**src/rtl/ssd_pkg.sv**
```systemverilog
// Shared symbol codes, blink-field encodings and segment constants for the
// seven-segment display path; the lock ASM uses these same symbol codes.
package ssd_pkg;

    localparam logic [4:0] SYM_DASH  = 5'd16;
    localparam logic [4:0] SYM_BLANK = 5'd17;
    localparam logic [4:0] SYM_O     = 5'd18;
    localparam logic [4:0] SYM_P     = 5'd19;
    localparam logic [4:0] SYM_E     = 5'd20;
    localparam logic [4:0] SYM_N     = 5'd21;
    localparam logic [4:0] SYM_C     = 5'd22;
    localparam logic [4:0] SYM_L     = 5'd23;
    localparam logic [4:0] SYM_S     = 5'd24;
    localparam logic [4:0] SYM_D     = 5'd25;
    localparam logic [4:0] SYM_U     = 5'd26;
    localparam logic [4:0] SYM_R     = 5'd27;
    localparam logic [4:0] SYM_T     = 5'd28;
    localparam logic [4:0] SYM_Y     = 5'd29;

    // Blink field: MSB enables blinking, low two bits select 3 - digit
    localparam logic [2:0] BLINK_NONE = 3'b000;
    localparam logic [2:0] BLINK_D3   = 3'b100;
    localparam logic [2:0] BLINK_D2   = 3'b101;
    localparam logic [2:0] BLINK_D1   = 3'b110;
    localparam logic [2:0] BLINK_D0   = 3'b111;

    localparam logic [7:0] SEG_BLANK = 8'hFF;
    localparam logic [7:0] SEG_DASH  = 8'hBF;

endpackage

```
**src/rtl/ssd_symbol_decode.sv**
```systemverilog
// Maps a 5-bit symbol code to active-low {g,f,e,d,c,b,a} segment drive.
module ssd_symbol_decode
    import ssd_pkg::*;
(
    input  logic [4:0] sym,
    output logic [6:0] seg
);

    always_comb begin
        seg = 7'h7F;
        case (sym)
            5'd0:      seg = 7'h40;
            5'd1:      seg = 7'h79;
            5'd2:      seg = 7'h24;
            5'd3:      seg = 7'h30;
            5'd4:      seg = 7'h19;
            5'd5:      seg = 7'h12;
            5'd6:      seg = 7'h02;
            5'd7:      seg = 7'h78;
            5'd8:      seg = 7'h00;
            5'd9:      seg = 7'h10;
            5'd10:     seg = 7'h08;
            5'd11:     seg = 7'h03;
            5'd12:     seg = 7'h46;
            5'd13:     seg = 7'h21;
            5'd14:     seg = 7'h06;
            5'd15:     seg = 7'h0E;
            SYM_DASH:  seg = SEG_DASH[6:0];
            SYM_BLANK: seg = SEG_BLANK[6:0];
            SYM_O:     seg = 7'h40;
            SYM_P:     seg = 7'h0C;
            SYM_E:     seg = 7'h06;
            SYM_N:     seg = 7'h2B;
            SYM_C:     seg = 7'h46;
            SYM_L:     seg = 7'h47;
            SYM_S:     seg = 7'h12;
            SYM_D:     seg = 7'h21;
            SYM_U:     seg = 7'h63;
            SYM_R:     seg = 7'h2F;
            SYM_T:     seg = 7'h07;
            SYM_Y:     seg = 7'h11;
            default:   seg = 7'h7F;
        endcase
    end

endmodule

```
**src/rtl/ssd_disp_driver.sv**
```systemverilog
// Scans four symbol codes onto a 4-digit common-anode SSD, blanking the
// selected digit at the blink rate. Outputs are registered.
module ssd_disp_driver
    import ssd_pkg::*;
#(
    parameter int unsigned REFRESH_DIV = 100000,
    parameter int unsigned BLINK_DIV   = 50000000
) (
    input  logic        clk,
    input  logic        rst,
    input  logic [22:0] disps,
    output logic [3:0]  AN,
    output logic [7:0]  seven_out
);

    localparam int unsigned RW = (REFRESH_DIV > 1) ? $clog2(REFRESH_DIV) : 1;
    localparam int unsigned BW = (BLINK_DIV > 1) ? $clog2(BLINK_DIV) : 1;
    localparam logic [RW-1:0] REFRESH_LAST = RW'(REFRESH_DIV - 1);
    localparam logic [BW-1:0] BLINK_LAST   = BW'(BLINK_DIV - 1);

    logic [RW-1:0] refresh_cnt;
    logic [BW-1:0] blink_cnt;
    logic [1:0]    idx;
    logic          blink_off;

    logic [4:0]    sym;
    logic [6:0]    seg;
    logic [1:0]    blink_digit;
    logic          blank_slot;

    always_comb begin
        sym = disps[4:0];
        case (idx)
            2'd0: sym = disps[4:0];
            2'd1: sym = disps[9:5];
            2'd2: sym = disps[14:10];
            2'd3: sym = disps[19:15];
            default: sym = disps[4:0];
        endcase
        blink_digit = 2'd3 - disps[21:20];
        blank_slot  = disps[22] && (idx == blink_digit) && blink_off;
    end

    ssd_symbol_decode u_decode (
        .sym (sym),
        .seg (seg)
    );

    always_ff @(posedge clk) begin
        if (rst) begin
            refresh_cnt <= '0;
            blink_cnt   <= '0;
            idx         <= '0;
            blink_off   <= 1'b0;
            AN          <= '1;
            seven_out   <= SEG_BLANK;
        end else begin
            if (refresh_cnt == REFRESH_LAST) begin
                refresh_cnt <= '0;
                idx         <= idx + 2'd1;
            end else begin
                refresh_cnt <= refresh_cnt + 1'b1;
            end

            if (blink_cnt == BLINK_LAST) begin
                blink_cnt <= '0;
                blink_off <= ~blink_off;
            end else begin
                blink_cnt <= blink_cnt + 1'b1;
            end

            if (blank_slot) begin
                AN        <= '1;
                seven_out <= SEG_BLANK;
            end else begin
                AN        <= ~(4'b0001 << idx);
                seven_out <= {1'b1, seg};
            end
        end
    end

endmodule

```
**config.mk**
```make
export PLATFORM = sky130hd
export DESIGN_NAME = ssd_disp_driver
export DESIGN_NICKNAME = d
export VERILOG_FILES = /design/src/rtl/ssd_pkg.sv /design/src/rtl/ssd_symbol_decode.sv /design/src/rtl/ssd_disp_driver.sv
export SDC_FILE = /design/constraint.sdc
export NUM_CORES = 1
export LEC_CHECK = 0
export ABC_AREA = 1
export CORE_AREA = 3 3 87 89
export CTS_CLUSTER_SIZE = 28
export DETAILED_ROUTE_END_ITERATION = 10
export DIE_AREA = 0 0 90 92
export PLACE_DENSITY = 0.76
export REMOVE_ABC_BUFFERS = 1
export SYNTH_ARGS = -nofsm -noshare
export SYNTH_HDL_FRONTEND = slang
export SYNTH_SLANG_ARGS = --single-unit
```
**constraint.sdc**
```tcl
create_clock -name clk -period 2.07 [get_ports clk]
set_clock_uncertainty 0.05 [all_clocks]
set_input_delay 0.414 -clock clk [delete_from_list [all_inputs] [get_ports clk]]
set_output_delay 0.414 -clock clk [all_outputs]
set_load 0.01 [all_outputs]
```
== Word-level counts from Yosys, hierarchy flattened ==
Memory sizes are Yosys's and may differ from the RTL's. A register that Yosys moved wholly into a read port is not among the register bits.
Index checks and enable logic that the tools add are counted.
W data, S select, Z words.

* Memory bits (read-only): 224
* Register bits: 51
* Input bits: 25
* Memories: 1

{| class="wikitable"
|+ Memory list
! memory !! words !! width !! rd ports !! clocked after Yosys merged registers in !! wr ports !! RTL line !! source
|-
| (name not given) || 32 || 7 || 1 || 1 || 0 || ssd_symbol_decode.sv:11 || <nowiki>case (sym)</nowiki>
|}

* Reduce and logical (&&, ||, !) cells: 6
* Multiplexer cells: 1
* Equality and inequality tests: 6
* Shift operators: 1
* Add/sub/neg operators: 4
* Bitwise operators: 2

{| class="wikitable"
|+ Operators with widths
! cell !! number
|-
| $add A26 B1 Y26 const B || 1
|-
| $eq A26 B26 Y1 const B || 1
|-
| $pmux W5 S4 || 1
|-
| $add A17 B1 Y17 const B || 1
|-
| $eq A17 B17 Y1 const B || 1
|-
| $reduce_or A2 Y1 || 3
|-
| $eq A2 B2 Y1 const B || 2
|-
| $not A4 Y4 || 1
|-
| $shl A1 B2 Y4 const A || 1
|-
| $add A2 B1 Y2 const B || 1
|-
| $eq A2 B1 Y1 const B || 1
|-
| $eq A2 B2 Y1 || 1
|-
| $logic_and A1 B1 Y1 || 2
|-
| $logic_not A2 Y1 || 1
|-
| $sub A2 B2 Y2 const A || 1
|-
| $not A1 Y1 || 1
|}

== Logic depth before layout (Yosys ltp) ==
Gate-level depths: netlist of run 1.

* Word-level depth: 5
* Mapped depth: 15
* Depth with buffers taken out: 15

== Modules after synthesis ==
A second synthesis of run 1 with hierarchy kept.

* Cell total of the unflattened synthesis: 516
* Area total of the unflattened synthesis: 3423.3 um^2

{| class="wikitable"
|+ Modules (own cells, without submodules)
! module !! area an instance (um^2) !! times used !! cells each
|-
| ssd_disp_driver || 2901.5 || 1 || 422
|-
| ssd_symbol_decode || 521.8 || 1 || 94
|}

== Worst setup path before layout of run 1 ==
OpenSTA, ideal clock, no wires.

* Kind: register to register
* Start point: register idx[0]
* End point: register seven_out[5]
* Setup time: 113 ps
* Required time: 1907 ps
* Setup slack: -61 ps
* Cell stages (with the launch flop): 14
* Path buffers: 0
* Data arrival time: 1968 ps
* Cells stage by stage: dfxtp_1 > inv_1 > ha_1 > inv_2 > nand2_1 > o21bai_1 > inv_1 > ha_1 > nand3_1 > nand2_1 > nor2_1 > nor2_1 > nor2_1 > nand2_1

* Cells in the longest elaborated chain, start to end: 4
* Elaborated cells on any way between the ends: 9

{| class="wikitable"
|+ Ends and longest elaborated chain
! item !! RTL line !! source
|-
| from (decl) || ssd_disp_driver.sv:23 || <nowiki>logic [1:0] idx;</nowiki>
|-
| from (signal assigned) || ssd_disp_driver.sv:60 || <nowiki>idx <= idx + 2'd1;</nowiki>
|-
| $eq A2 B2 Y1 || ssd_disp_driver.sv:41 || <nowiki>blank_slot = disps[22] && (idx == blink_digit) && blink_off;</nowiki>
|-
| $logic_and A1 B1 Y1 (2 in series) || ssd_disp_driver.sv:41 ||
|-
| $reduce_or A2 Y1 (no source line) || n/a ||
|-
| to (decl) || ssd_disp_driver.sv:13 || <nowiki>output logic [7:0] seven_out</nowiki>
|}

Several ways; a longest one is shown, not always the timed one.
A chain may end at the register's enable or synchronous reset.

== Worst setup path in the final report of run 1 ==
* Start point: register idx[1]
* End point: register seven_out[5]

The elaborated chain is that of the path after synthesis.

==> results of run 1 <==
## final timing paths
check | endpoint | slack, ps | depth (start not counted) | startpoint
worst min register to register | refresh_cnt[0]$_SDFF_PP0_ | 400 | 1 | refresh_cnt[0]$_SDFF_PP0_
worst max register to register | seven_out[5]$_SDFF_PP1_ | 140 | 14 | idx[1]$_SDFFE_PP0N_
worst min-delay path | refresh_cnt[0]$_SDFF_PP0_ | 400 | 1 | refresh_cnt[0]$_SDFF_PP0_
worst max-delay path | seven_out[5]$_SDFF_PP1_ | 140 | 14 | idx[1]$_SDFFE_PP0N_
## worst max-delay path, cell delays in order (launching register included)
cell and delay [ps]:
sky130_fd_sc_hd__dfxtp_2 340, sky130_fd_sc_hd__inv_1 110, sky130_fd_sc_hd__ha_2 200, sky130_fd_sc_hd__inv_2 60
sky130_fd_sc_hd__buf_4 130, sky130_fd_sc_hd__buf_4 140, sky130_fd_sc_hd__nand2_1 60, sky130_fd_sc_hd__nor2_1 50
sky130_fd_sc_hd__nor2_2 150, sky130_fd_sc_hd__buf_4 220, sky130_fd_sc_hd__nand2_1 70, sky130_fd_sc_hd__nand2_1 60
sky130_fd_sc_hd__nor2_1 40, sky130_fd_sc_hd__nor2_1 90, sky130_fd_sc_hd__nand2_1 60
## placed cells by master, fill, tap and decap left out, drive strengths merged, types with 2 or more instances in the layout
| master | netlist | routed |
|---|---|---|
| a21oi | 24 | 24 |
| buf | 6 | 18 |
| clkbuf | 0 | 10 |
| clkdlybuf4s50 | 0 | 35 |
| clkinv | 1 | 4 |
| clkinvlp | 0 | 2 |
| dfxtp | 57 | 57 |
| ha | 14 | 14 |
| inv | 62 | 62 |
| nand2 | 173 | 173 |
| nand3 | 31 | 31 |
| nand3b | 4 | 4 |
| nand4 | 15 | 15 |
| nor2 | 80 | 80 |
| nor3 | 17 | 17 |
| nor3b | 2 | 2 |
| nor4 | 2 | 2 |
| o21ai | 10 | 10 |
| o21bai | 2 | 2 |
| or2 | 6 | 6 |
| xor2 | 9 | 9 |
## per-stage QoR
stage               utilization [%]  instances  area (um^2)  hold slack, ps
finish                         62.8        680         4290             402
global route                   62.8        680         4290             434
CTS                            61.8        677         4220             410
detailed placement             58.8        661         4020             393
global placement               58.8        661         4020             379
floorplan                         -        515         3430             368
## what timing repair did
| item | 4_1_cts | 5_1_grt |
|---|---|---|
| setup endpoints to repair | 4 | 7 |
| pin swaps | 0 | 1 |
| resized for setup | 1 | 18 |
| setup buffers | 0 | 3 |
## registers in the layout (all words and copies together) (netlist names)
signal       flops
idx              2
blink_cnt       26
seven_out        7
refresh_cnt     17
AN               4
blink_off        1
## area by class of cell
cell class | instances | area, um^2
inverter | 63 | 239
clock buffer | 10 | 138
clock inverter | 6 | 67.6
fill | 634 | 2540
multi-input combinational | 395 | 2100
sequential | 57 | 1150
tap | 96 | 120
timing repair buffer | 53 | 485
## per-layer routing
metal / part of all wire [%] / wire (um) / up-vias / GRT usage, %
li1: - / - / 1763 / -
met1: 45 / 3600 / 1521 / 23.6
met2: 50 / 3980 / 73 / 33.5
met3: 3.8 / 302 / 11 / 5.41
met4: 0.99 / 79 / 0 / 6.38
met5: 0 / 0 / - / 0
## report_power, final
| part | switching [mW] | internal (mW) |
|---|---|---|
| logic | 0.131 | 0.126 |
| registers | 0.0113 | 1.12 |
| clock network | 0.461 | 0.589 |
| total | 0.603 | 1.83 |
## cell families after synthesis
family,Yosys count
flops,57
xor+xnor,10
fa+ha+maj,14
buf+inv,69
simple gates,331
other cells,1
compound gates,39
==> results by stage, run 1 <==
Synthesis:
- The synthesized netlist devotes 4.99% of its cell area to adder and majority cells.
- The largest family of logic cells by synthesized area is simple AND/OR/NAND/NOR gates.
- The sequential-to-total area share from yosys stat is roughly 33%.
- The count of yosys warnings during synthesis is 0.
- Summing the areas of all compound-gate instances in the mapped netlist gives under 10% of the synthesized area.
- Yosys instantiated no cell more often than sky130_fd_sc_hd__nand2_1.
- The post-synthesis average cell area is around 6.7 um^2.
- Counting distinct cell types in the post-synthesis netlist gives 40.
- The most common flop cell mapped by yosys is sky130_fd_sc_hd__dfxtp_1.
- By count the netlist is led by 164 x sky130_fd_sc_hd__nand2_1, 61 x sky130_fd_sc_hd__nor2_1, 57 x sky130_fd_sc_hd__dfxtp_1, 57 x sky130_fd_sc_hd__inv_1, 30 x sky130_fd_sc_hd__nand3_1.
- The share of the synthesized netlist area taken by xor and xnor gates is 2.49%.
- By area the synthesized netlist is led by sky130_fd_sc_hd__dfxtp_1 33%, sky130_fd_sc_hd__nand2_1 18%, sky130_fd_sc_hd__nor2_1 6.5%.
- The async set-reset flop share out of synthesis is 0%.
- The fraction of synthesized area in multiplexers is 0%.
- After Yosys synthesis, and, or, nand and nor cells account for 43.7% of the synthesized area.
- The cell area that synthesis handed to floorplanning was 0.00351 mm^2.
- Synthesis produced a netlist whose cell count is approximately 520.
- Counting flops and latches in the post-synthesis netlist gives 57.
- sky130_fd_sc_hd__dfxtp_1 takes more of the synthesized area than any other cell.
- The synthesized design contains 0 enable-type register cells.
- The fraction of synthesized cell area taken by the top area cell type is between 30% and 40%.

Die:
- The die covers between 0.008 and 0.009 mm^2.
- The number of I/O pins is 37.
- In this run the core area contains 30 standard-cell rows.
- The overall die width is around 90 um.
- The effective utilization at floorplan is between 50 and 60%.
- After floorplanning, the core was sized to cover between 0.006 and 0.007 mm^2.
- The floorplan die height is slightly above 90 um.

Placement:
- The HPWL after detailed placement is between 6 and 7 mm.
- Prior to clock tree synthesis, the placed netlist has a worst setup slack of -63.7 ps.
- The port buffer count is 35.
- Routability-driven placement finished with a final weighted congestion of approximately 0.9.

Detailed routing:
- The routed layout has approximately 3400 vias.
- The via count normalized by instance count is a little under 5.
- After detailed routing, the number of remaining DRC violations is 0.
- For this block, the routed nets add up to approximately 8 mm of wire.
- Once detail routing completed, the nets flagged for antenna violations numbered 0.
- The iteration count of the initial detailed-routing pass is 5.
- In the final routed layout, each cell accounts on average for 11.7 um.
- The starting DRC count in detailed routing is approximately 180.

Power:
- After layout, the design draws a total of 2.44 mW.
- In this run the power density over the cells is 568 mW/mm^2.
- Across the VDD grid, the largest voltage drop is between 0.4 and 0.5 mV.
- In this run the static leakage power is around 1.7 nW.

Clocking:
- The clock latency on the worst-skew pair is 340 ps.
- TritonCTS built the clock tree.
- The CTS sink count is 57.
- The post-cts hold buffer count is 0.
- Clock-pin slew was measured on the worst setup and hold paths at 70 ps.
- The total clock buffers created by CTS is 9.
- The root buffer cell chosen for the clock tree is sky130_fd_sc_hd__clkbuf_8.
- The number of buffers on the longest clock path is 2.
- The H-tree was split into 3 levels.

STA:
- Dividing the final minimum period by the clock period gives 93.2%.
- Setup violations remaining at the end of the flow were counted as 0.
- Setup repair after global routing left no endpoint under its margin.
- The number of slew-limit violations in the final report is 0.
- Derived from the worst setup path, the maximum achievable clock frequency is 518 MHz.
- The total negative slack for setup checks is 0 ps.
- The number of hold-slack violations in the final timing report is 0.
- The final worst setup slack is ~140 ps.
- The final critical path time including I/O delays and setup is 1930 ps.

GRT:
- The wire length of the first global-routing pass is ~13 mm.
- For this run, the total global-route usage over all layers was measured as about a fifth.
- The via count of the first global-routing pass is between 3000 and 4000.
- The initial antenna violation count is 0.
- The pin count of the biggest net entering global routing is 27.
- The remaining global-route overflow is 0.

Outcome:
- The flow ran to the end, and the final reports show no timing, DRC or antenna violations.

Final layout:
- The share of post-route cells with drive strength above 1 is between 10% and 20%.
- The repair_antennas step left the layout with diodes totalling 0.
- The area growth from synthesis to layout is 22.2%.
- At the end of the flow, the number of nets in the layout was around 620.

Critical path:
- The critical path is of the reg -> reg type.
- Data arrives at the worst endpoint at 2110 ps.
- STA classifies the critical path endpoint as a flip-flop.
- Of all nets on the critical path, the largest fanout is 13.
- The kind of start point of the critical path is a flip-flop.
- At the worst endpoint, the required time is ~2300 ps.

Run:
- Across the run, the number of max-cap violations was 0.

Min path:
- The tightest min-delay check is of the reg -> reg type.
Power figures use the tool's default switching activity.
==> inputs of run 2 (changes only) <==
Settings changed: CORE_AREA 3 3 87 89 to 2 2 86 88, DIE_AREA 0 0 90 92 to 0 0 88 90.
==> results by stage, run 2 (same netlist as run 1, synthesis figures left out) <==
GRT:
- The pin count of the biggest net entering global routing was 27 (unchanged).
- The global-route total usage across every layer is 20.7% (+1.2 points).
- The wire length of the first global-routing pass is 13.4 mm (+0.89%).
- The remaining global-route overflow came to 0 (unchanged).
- The initial antenna violation count is 0 (unchanged).
- The via count of the first global-routing pass is 3157 (+2.8%).

Critical path:
- The kind of start point of the critical path is a flip-flop.
- The arrival time at the worst endpoint was 2120 ps (about the same).
- STA classifies the critical path endpoint as a flip-flop.
- The setup path with the least slack is of type reg -> reg.
- The critical path's slowest cell is sky130_fd_sc_hd__dfxtp_4.
- The cell occurring most often along the worst timing path is sky130_fd_sc_hd__nand3_1.
- The delay of the slowest critical-path stage is 390 ps (+50 ps).
- The flop-to-flop setup slack is 100 ps (-40 ps).
- The critical path buffer and inverter count is 5 (unchanged).
- The maximum fanout along the worst path was 8 (-5).
- The critical path data required time is 2230 ps (-20 ps).
- Grouping stages by cell kind, the critical path spends the most delay in buffers and inverters.
- Traced cell by cell, the critical path runs through inv_4 > ha_4 > inv_6 > nor2_1 > o21bai_1 > buf_4 > buf_4 > ha_4 > inv_1 > nand3_1 > nand3_1 > nand3_1 > nand3_1.

Clocking:
- The post-cts hold buffer count is 0 (unchanged).
- The clock latency on the worst-skew pair is 330 ps (about the same).
- The CTS sink count is 57 (unchanged).
- The total clock buffers created by CTS was 9 (unchanged).
- The CTS tree is done.
- The clock edge transition at the registers on the reported setup and hold paths is 70 ps (about the same).
- The root buffer cell chosen for the clock tree is sky130_fd_sc_hd__clkbuf_8.
- The number of buffers on the longest clock path came to 2 (unchanged).
- The number of levels the H-tree was split into is 3 (unchanged).

STA:
- The achievable frequency came to 509 MHz (-1.9%).
- The final critical path time including I/O delays and setup is 1970 ps (+37.2 ps).
- The final critical-path share of the clock period was 95.0% (+1.8 points).
- Setup repair after global routing left no endpoint under its margin.
- The total negative slack for setup checks is 0 ps (unchanged).
- The number of slew-limit violations in the final report was 0 (unchanged).
- The number of hold-slack violations in the final timing report is 0 (unchanged).
- The total setup violations reported at the end of the flow is 0 (unchanged).

Detailed routing:
- The number of vias after detailed routing was 3420 (+1.5%).
- The final wirelength is 8.00 mm (+0.44%).
- The per-cell routed wire length was 11.7 um (about the same).
- The via count normalized by instance count is 5.01 (+1.1%).
- The starting DRC count in detailed routing was 213 (+22%).
- The final antenna-violating net count is 0 (unchanged).
- The iteration count of the initial detailed-routing pass was 5 (unchanged).
- The number of DRC violations after detailed routing came to 0 (unchanged).

Power:
- The switching power total was 602 uW (-0.10%).
- The largest voltage drop on the vdd net is 0.457 mV (+10%).
- The internal power of the cells is 1.67 mW (-9.1%).
- The logic gate share of total power came to 11.2% (+0.6 points).
- The leakage power summed over all cells is 1.66 nW (-0.60%).
- The share of total power in the clock network is 39.0% (-4.1 points).
- The total power divided by cell area was 529 mW/mm^2 (-6.9%).
- The relative contribution of sequential cells to total power is 49.7% (+3.3 points).
- The power consumption came to 2.27 mW (-6.9%).
- The proportion of total power due to net switching was 26.6% (+1.8 points).

Die:
- The standard cell core area is 0.00702 mm^2 (+2.8%).
- The number of I/O pins was 37 (unchanged).
- The full die area is 0.00792 mm^2 (-4.3%).
- The effective utilization at floorplan is 50.0% (-1.4 points).
- The overall die width is 88 um (-2.2%).
- The number of standard-cell rows in the floorplan is 31 (+3.3%).
- The floorplan die height is 90 um (-2.2%).

Final layout:
- The area growth from synthesis to layout came to 22.2% (about the same).
- The footprint of the multi-input gates was 0.00212 mm^2 (+1.3%).
- The number of flip-flops under the largest register name was 26 (unchanged).
- The area taken by flip-flops and latches came to 0.00115 mm^2 (+0.22%).
- The number of inserted diodes was 0 (unchanged).
- The share of post-route cells with drive strength above 1 was 17.3% (-0.34 points).
- The number of fill cells is 647 (+2.1%).
- blink_cnt holds more flip-flops than any other register.
- The final-stage net count is 618 (unchanged).
- In the final layout, the registers with the most flip-flops are blink_cnt: 26 flops, refresh_cnt: 17 flops, seven_out: 7 flops.
- The most common cell after layout, fill and taps aside is sky130_fd_sc_hd__nand2_1.
- The top cell types in the final layout, fill and taps aside, are 163 x sky130_fd_sc_hd__nand2_1, 60 x sky130_fd_sc_hd__nor2_1, 55 x sky130_fd_sc_hd__dfxtp_1.

Placement:
- The HPWL after detailed placement came to 5.95 mm (-3.7%).
- The final weighted congestion of routability-driven global placement is 0.884 (-2.1%).
- The port buffer count is 35 (unchanged).

Run:
- The count of maximum capacitance violations is 0 (unchanged).

Min path:
- The worst hold path class is reg -> reg.

Outcome:
- The run finished with clean final reports.
-- run 2: cell count changes in the layout (fill, tap and decap cells not counted), moves of 2 or more --
cell                       change
sky130_fd_sc_hd__nand3_1       +2
sky130_fd_sc_hd__ha_2          -4
sky130_fd_sc_hd__clkinv_4      -2
sky130_fd_sc_hd__nand3_2       -2
sky130_fd_sc_hd__ha_4          +4
sky130_fd_sc_hd__clkinv_2      +3
sky130_fd_sc_hd__inv_2         -2
-- run 2: repair_timing --
action / CTS / global route
pin swaps: 0 / 5
setup endpoints to repair: 5 / 11
buffers inserted: 0 / 6
resized for setup: 2 / 22
-- run 2: worst register-to-register path: cells and delay by family, from the launching register on --
| kind | cells | cell delay [ps] |
|---|---|---|
| AOI/OAI and AO/OA | 1 | 140 |
| adders and majority gates | 2 | 430 |
| buffers and inverters | 5 | 470 |
| DFF | 1 | 390 |
| and+or+nand+nor | 5 | 360 |
-- run 2: metrics by stage --
stage          utilization [%]  instances  hold slack, ps  area, um^2  worst slack, ps
3_3_place_gp              56.9        661             377        4000            -7.57
4_1_cts                   59.3        677             405        4160             18.6
3_5_place_dp              56.9        661             394        4000            -50.0
6_report                  61.1        683             407        4290              104
2_1_floorplan                -        515             368        3430            -70.2
5_1_grt                   61.1        683             437        4290             7.45
-- run 2: final cells by class --
class	instances	area share, %
inverter	63	5.75
timing repair buffer	53	11.3
clock buffer	10	2.97
multi-input combinational	395	49.5
clock inverter	6	0.817
tap	99	2.89
sequential	57	26.8
-- run 2: final timing paths --
check                                                from                         to  depth (start not counted)
worst max-delay path                  idx[0]$_SDFFE_PP0N_    seven_out[3]$_SDFF_PP1_                         13
worst min-delay path            refresh_cnt[0]$_SDFF_PP0_  refresh_cnt[0]$_SDFF_PP0_                          1
worst max register to register        idx[0]$_SDFFE_PP0N_    seven_out[3]$_SDFF_PP1_                         13
worst min register to register  refresh_cnt[0]$_SDFF_PP0_  refresh_cnt[0]$_SDFF_PP0_                          1
-- run 2: per-layer routing --
| metal | GRT usage, % | up-vias | part of all wire, % |
|---|---|---|---|
| met1 | 26.3 | 1571 | 45 |
| li1 | - | 1764 | - |
| met2 | 35.5 | 74 | 50 |
| met4 | 6.54 | 0 | 1.1 |
| met5 | 0 | - | 0 |
| met3 | 3.31 | 11 | 3.5 |
-- run 2: power groups by stage --
stage / clock network, mW / logic [mW] / registers [mW]
6_report: 0.886 / 0.255 / 1.13
5_1_grt: 0.953 / 0.284 / 1.13
4_1_cts: 0.902 / 0.245 / 1.13
3_5_place_dp: 0 / 0.244 / 1.16
3_3_place_gp: 0 / 0.240 / 1.16
2_1_floorplan: 0 / 0.123 / 1.16
